### config.mk
export PLATFORM = sky130hd
export DESIGN_NAME = alu_mult_seq
export DESIGN_NICKNAME = d
export VERILOG_FILES = /design/src/rtl/alu_pkg.sv /design/src/rtl/alu_mult_seq.sv
export SDC_FILE = /design/constraint.sdc
export NUM_CORES = 1
export LEC_CHECK = 0
export BUFFER_PORTS_ARGS = -buffer_cell sky130_fd_sc_hd__buf_2
export CORE_MARGIN = 5
export CORE_UTILIZATION = 50
export CTS_BUF_LIST = sky130_fd_sc_hd__clkbuf_8
export DETAILED_ROUTE_END_ITERATION = 8
export GPL_TIMING_DRIVEN = 0
export HOLD_SLACK_MARGIN = 0.03
export PLACE_DENSITY_LB_ADDON = 0.12
export SYNTH_ARGS = -nofsm -noshare
export SYNTH_HDL_FRONTEND = slang
export SYNTH_SLANG_ARGS = --single-unit
### constraint.sdc
create_clock -name clk -period 4.98 [get_ports clk]
set_clock_uncertainty 0.15 [all_clocks]
set_input_delay 0.498 -clock clk [delete_from_list [all_inputs] [get_ports clk]]
set_output_delay 0.498 -clock clk [all_outputs]
set_load 0.05 [all_outputs]
### src/rtl/alu_pkg.sv
// Shared ALU select codes and multiply sequencer state encoding.
// Imported by the ALU datapath and by alu_mult_seq.
package alu_pkg;

    localparam logic [2:0] ALU_AND = 3'b000;
    localparam logic [2:0] ALU_OR  = 3'b001;
    localparam logic [2:0] ALU_ADD = 3'b010;
    localparam logic [2:0] ALU_SLL = 3'b011;
    localparam logic [2:0] ALU_SRL = 3'b100;
    localparam logic [2:0] ALU_SRA = 3'b101;
    localparam logic [2:0] ALU_SUB = 3'b110;
    localparam logic [2:0] ALU_SLT = 3'b111;

    typedef enum logic [1:0] {
        S_IDLE = 2'd0,
        S_ITER = 2'd1,
        S_DONE = 2'd2
    } seq_state_t;

endpackage

### src/rtl/alu_mult_seq.sv
// Unsigned WLxWL->2WL shift-add multiplier that borrows the shared ALU.
// Optional MULT_ZERO_SKIP_EN: zero operand goes straight to DONE.
module alu_mult_seq
    import alu_pkg::*;
#(
    parameter int WL = 32
) (
    input  logic          clk,
    input  logic          rst,
    input  logic          start,
    input  logic [WL-1:0] a,
    input  logic [WL-1:0] b,
    output logic          busy,
    output logic          done,
    output logic [WL-1:0] hi,
    output logic [WL-1:0] lo,
    output logic          alu_own,
    output logic [WL-1:0] alu_x,
    output logic [WL-1:0] alu_y,
    output logic [2:0]    alu_sel,
    input  logic [WL-1:0] alu_out
);

    localparam int CW = $clog2(WL) + 1;

    seq_state_t    r_state;
    logic [WL-1:0] r_mcand;
    logic [WL-1:0] r_hi;
    logic [WL-1:0] r_lo;
    logic [CW-1:0] r_cnt;
    logic          w_iter;
    logic          w_carry;

    assign w_iter = (r_state == S_ITER);

    // Carry-out of hi+mcand recovered from the MSBs and the ALU sum bit.
    assign w_carry = (r_hi[WL-1] & r_mcand[WL-1]) |
                     ((r_hi[WL-1] | r_mcand[WL-1]) & ~alu_out[WL-1]);

    // Sequencer FSM: capture, WL shift-add steps, one-cycle done.
    always_ff @(posedge clk) begin
        if (rst) begin
            r_state <= S_IDLE;
            r_mcand <= '0;
            r_hi    <= '0;
            r_lo    <= '0;
            r_cnt   <= '0;
        end else begin
            unique case (r_state)
                S_IDLE: begin
                    if (start) begin
                        r_mcand <= a;
`ifdef MULT_ZERO_SKIP_EN
                        if (a == '0 || b == '0) begin
                            r_hi    <= '0;
                            r_lo    <= '0;
                            r_state <= S_DONE;
                        end else begin
                            r_hi    <= '0;
                            r_lo    <= b;
                            r_cnt   <= CW'(WL);
                            r_state <= S_ITER;
                        end
`else
                        r_hi    <= '0;
                        r_lo    <= b;
                        r_cnt   <= CW'(WL);
                        r_state <= S_ITER;
`endif
                    end
                end
                S_ITER: begin
                    if (r_lo[0]) begin
                        {r_hi, r_lo} <= {w_carry, alu_out, r_lo[WL-1:1]};
                    end else begin
                        {r_hi, r_lo} <= {1'b0, r_hi, r_lo[WL-1:1]};
                    end
                    r_cnt <= r_cnt - 1'b1;
                    if (r_cnt == CW'(1)) begin
                        r_state <= S_DONE;
                    end
                end
                S_DONE: begin
                    r_state <= S_IDLE;
                end
                default: begin
                    r_state <= S_IDLE;
                end
            endcase
        end
    end

    assign busy    = (r_state != S_IDLE);
    assign done    = (r_state == S_DONE);
    assign hi      = r_hi;
    assign lo      = r_lo;
    assign alu_own = w_iter;
    assign alu_x   = w_iter ? r_hi : '0;
    assign alu_y   = w_iter ? r_mcand : '0;
    assign alu_sel = ALU_ADD;

endmodule
==> results.py <==
metrics = {
    "hold_path": {
        "min-delay-path-class": "in2reg",
        "worst_hold_startpoint": "a[31]",
        "hold-path-cell-count": 3,
        "worstHoldEndpoint": "r_mcand[31]",
    },
    "synthesis": {
        "yosysWarnings": 0,
        "synth.area.mux_share_pct": 7.373,
        "fraction_of_the_mapped_netlist_area_in_simple_logic_gates_pct": 29.20,
        "postSynthCellCount": 583,
        "synthAdderAreaFrac_pct": 0.4965,
        "post_synth_xor_area_fraction_pct": 0,
        "post_synthesis_cell_type_count": 46,
        "netlist_area_mm2": 0.005040,
        "ys_seq_elements": 104,
        "synth_top_family_by_area": "simple AND/OR/NAND/NOR gates",
        "postSynthAreaPerCell_um2": 8.645,
        "compound_cell_area_share_of_the_yosys_netlist_pct": 15.19,
        "synth-seq-area-share_pct": 41.31,
    },
    "power": {
        "report.power.total_mw": 2.181,
        "cellPowerDensity_mw_per_mm2": 333.7,
        "cellLeakagePower_nw": 3.260,
        "vdd_drop_max_uv": 185.8,
    },
    "critical_path": {
        "worst-setup-path-type": "reg2out",
        "path_max_fanout": 10,
        "length_in_cells_of_the_worst_reg_to_reg_path": 4,
        "cp-start-kind": "flop",
        "critical_path_capture_point_type": "output pin",
        "setup_slack_of_the_worst_register_to_register_path_ps": 3200,
        "crit_required_ps": 4330,
        "worst_r2r_startpoint": "r_state[0]",
        "critical_path.reg2reg.endpoint": "r_cnt[3]",
        "cp.arrival_ps": 2090,
    },
    "floorplanning": {
        "initial_utilization_pct": 51.33,
        "ios": 233,
        "core_area_mm2": 0.009819,
        "floorplan.die.width_um": 110.4,
        "number_of_rows_created_at_floorplan": 36,
        "die-area_mm2": 0.01219,
        "dieHeight_um": 110.4,
    },
    "detailed_routing": {
        "wirelength_mm": 14.49,
        "detail-route-antenna-nets": 0,
        "post_drt_via_cell_ratio": 5.087,
        "avgRoutedWirePerCell_um": 15.08,
        "first_pass_iteration_count_of_the_detailed_router": 5,
        "remaining_drc_errors": 0,
        "detailroute.via_count": 4889,
        "drt_iter0_drc": 204,
    },
    "timing": {
        "worst-slew-pin-transition_ps": 762.2,
        "timing.final.max_slew_violations": 0,
        "setup_total_negative_slack_ps": 0,
        "fin_worst_hold_slack_ps": 214.2,
        "max_transition_margin_pct": 48.96,
        "rsz0062_at_grt": "false",
        "finalCriticalPeriod_ps": 2736,
        "min_period_over_period_pct": 54.94,
        "fmax_mhz": 365.5,
        "timing.final.hold_violations": 0,
        "finalWorstSetupSlack_ps": 2244,
        "setup_viol": 0,
    },
    "layout": {
        "final_layout_size_suffix_gt1_share_pct": 38.29,
        "multi_input_area_mm2": 0.002645,
        "finish.cell_count_without_fillers": 961,
        "final.fill_count": 881,
        "fin_nets": 924,
        "flow.area_growth_from_synthesis_pct": 29.67,
        "antenna_cells": 0,
        "layout.area.seq_mm2": 0.002082,
        "final_core_utilization_pct": 66.55,
        "final_design_area_no_fill_mm2": 0.006535,
    },
    "global_routing": {
        "grt_usage_pct": 23.16,
        "grt_first_pass_wirelength_mm": 22.16,
        "via_count_of_the_first_global_routing_pass": 4549,
        "antenna_found_initial": 0,
        "grt_start_max_net_pins": 17,
        "globalRouteOverflowTotal": 0,
    },
    "place": {
        "io_buffers": 228,
        "gp_congestion": 0.8059,
        "postPlaceCellArea_mm2": 0.006351,
        "post-dp-hpwl_mm": 11.40,
        "dp_cells": 945,
        "dp_slack_ps": 2618,
    },
    "cts": {
        "clk_latency_ps": 360,
        "clock_tree.buffer_depth": 2,
        "cts.clk_slew.worst_paths_ps": 100,
        "tritoncts_clock_tree": "yes",
        "cts_num_sinks": 104,
        "cts-htree-levels": 3,
        "cts-hold-fix-buffers": 0,
        "cts_setup_buffers": 0,
        "cts.repair.resized": 0,
        "cts_buffers": 9,
        "clock_tree.root_cell": "clkbuf_8",
    },
    "job": {
        "max-cap-violations": 0,
    },
    "run_status": {
        "outcome": "finished, final reports clean",
    },
}
power by group:
part           total [mW]  internal [mW]  switching (mW)
Combinational       0.730          0.245           0.485
Sequential          0.959          0.906          0.0523
Clock               0.492          0.208           0.284
Total                2.18           1.36           0.821
sequential cells by signal, summed over array words and instances (netlist names):
signal and flops:
r_cnt 6, r_mcand 32, lo 32, hi 32
r_state 2
final cells by class:
cell class | count | share of cell area, %
Buffer | 52 | 4.614
Clock buffer | 11 | 2.317
Clock inverter | 5 | 0.4978
Inverter | 4 | 0.2298
Multi-Input combinational cell | 424 | 40.47
Sequential cell | 104 | 31.86
Tap cell | 133 | 2.546
Timing Repair Buffer | 228 | 17.46
how the worst max path moves through the flow:
stage | from | to | cells past startpoint
finish | r_state[1] | alu_x[29] | 5
global route | r_state[1] | alu_y[27] | 5
CTS | r_state[1] | alu_y[1] | 5
detailed placement | r_state[1] | alu_y[1] | 5
global placement | r_state[1] | alu_y[1] | 5
floorplan | r_state[1] | alu_y[22] | 4
per-layer routing:
layer / track usage, % / vias to the layer above / wire length, µm
met5: 0 / - / 0
met4: 8.619 / 0 / 299
met1: 27.90 / 2217 / 5746
met3: 3.727 / 25 / 1188
li1: - / 2459 / -
met2: 41.38 / 188 / 7260
synthesized netlist by cell type, drive strengths merged:
| cell | n | area share, % |
|---|---|---|
| dfxtp | 104 | 41 |
| and2 | 64 | 7.9 |
| nand2 | 64 | 4.8 |
| nor2 | 57 | 4.3 |
| a21oi | 55 | 5.5 |
| mux2 | 33 | 7.4 |
| a22oi | 31 | 4.6 |
| buf | 28 | 4.2 |
| nor3 | 26 | 2.6 |
| clkbuf | 24 | 1.8 |
| or3b | 23 | 4.0 |
| nand2b | 22 | 2.7 |
| a21o | 11 | 1.6 |
| a22o | 9 | 1.6 |
| inv | 4 | 0.30 |
| a211oi | 3 | 0.55 |
| nor3b | 3 | 0.77 |
| conb | 2 | 0.15 |
| ha | 2 | 0.50 |
| nand3b | 2 | 0.55 |
| nor2b | 2 | 0.25 |
| nor4b | 2 | 0.65 |
| a311oi | 1 | 0.17 |
| a41oi | 1 | 0.17 |
| nand4b | 1 | 0.17 |
| o211ai | 1 | 0.15 |
| o21ba | 1 | 0.20 |
| o21bai | 1 | 0.22 |
| o22ai | 1 | 0.12 |
| o311ai | 1 | 0.17 |
| o31ai | 1 | 0.15 |
| or2 | 1 | 0.12 |
| or2b | 1 | 0.22 |
| or4 | 1 | 0.15 |
layout by cell type (no fill, tap or decap), types with 21 or more instances in the layout:
cell	netlist	layout
nor3_1	26	26
a22oi_1	31	31
nand2b_1	22	22
mux2_2	33	33
or3b_1	21	21
nor2_1	56	56
nand2_1	64	64
clkbuf_1	23	23
dfxtp_1	104	104
a21oi_1	55	55
and2_1	64	64
buf_2	12	240
worst max-delay path: stages, from the launching register on:
cell	delay [ps]
dfxtp_1	400
or2b_4	300
inv_2	150
clkbuf_1	390
and2_1	210
buf_2	270
cell families after synthesis:
family / count (synthesis)
AND/OR/NAND/NOR: 269
flip-flops: 104
AO/OA/AOI/OAI: 117
adder cells (fa/ha/maj): 2
multiplexers: 33
other: 2
buffers and inverters: 56
Note: power is estimated with default switching activity, not from simulation.
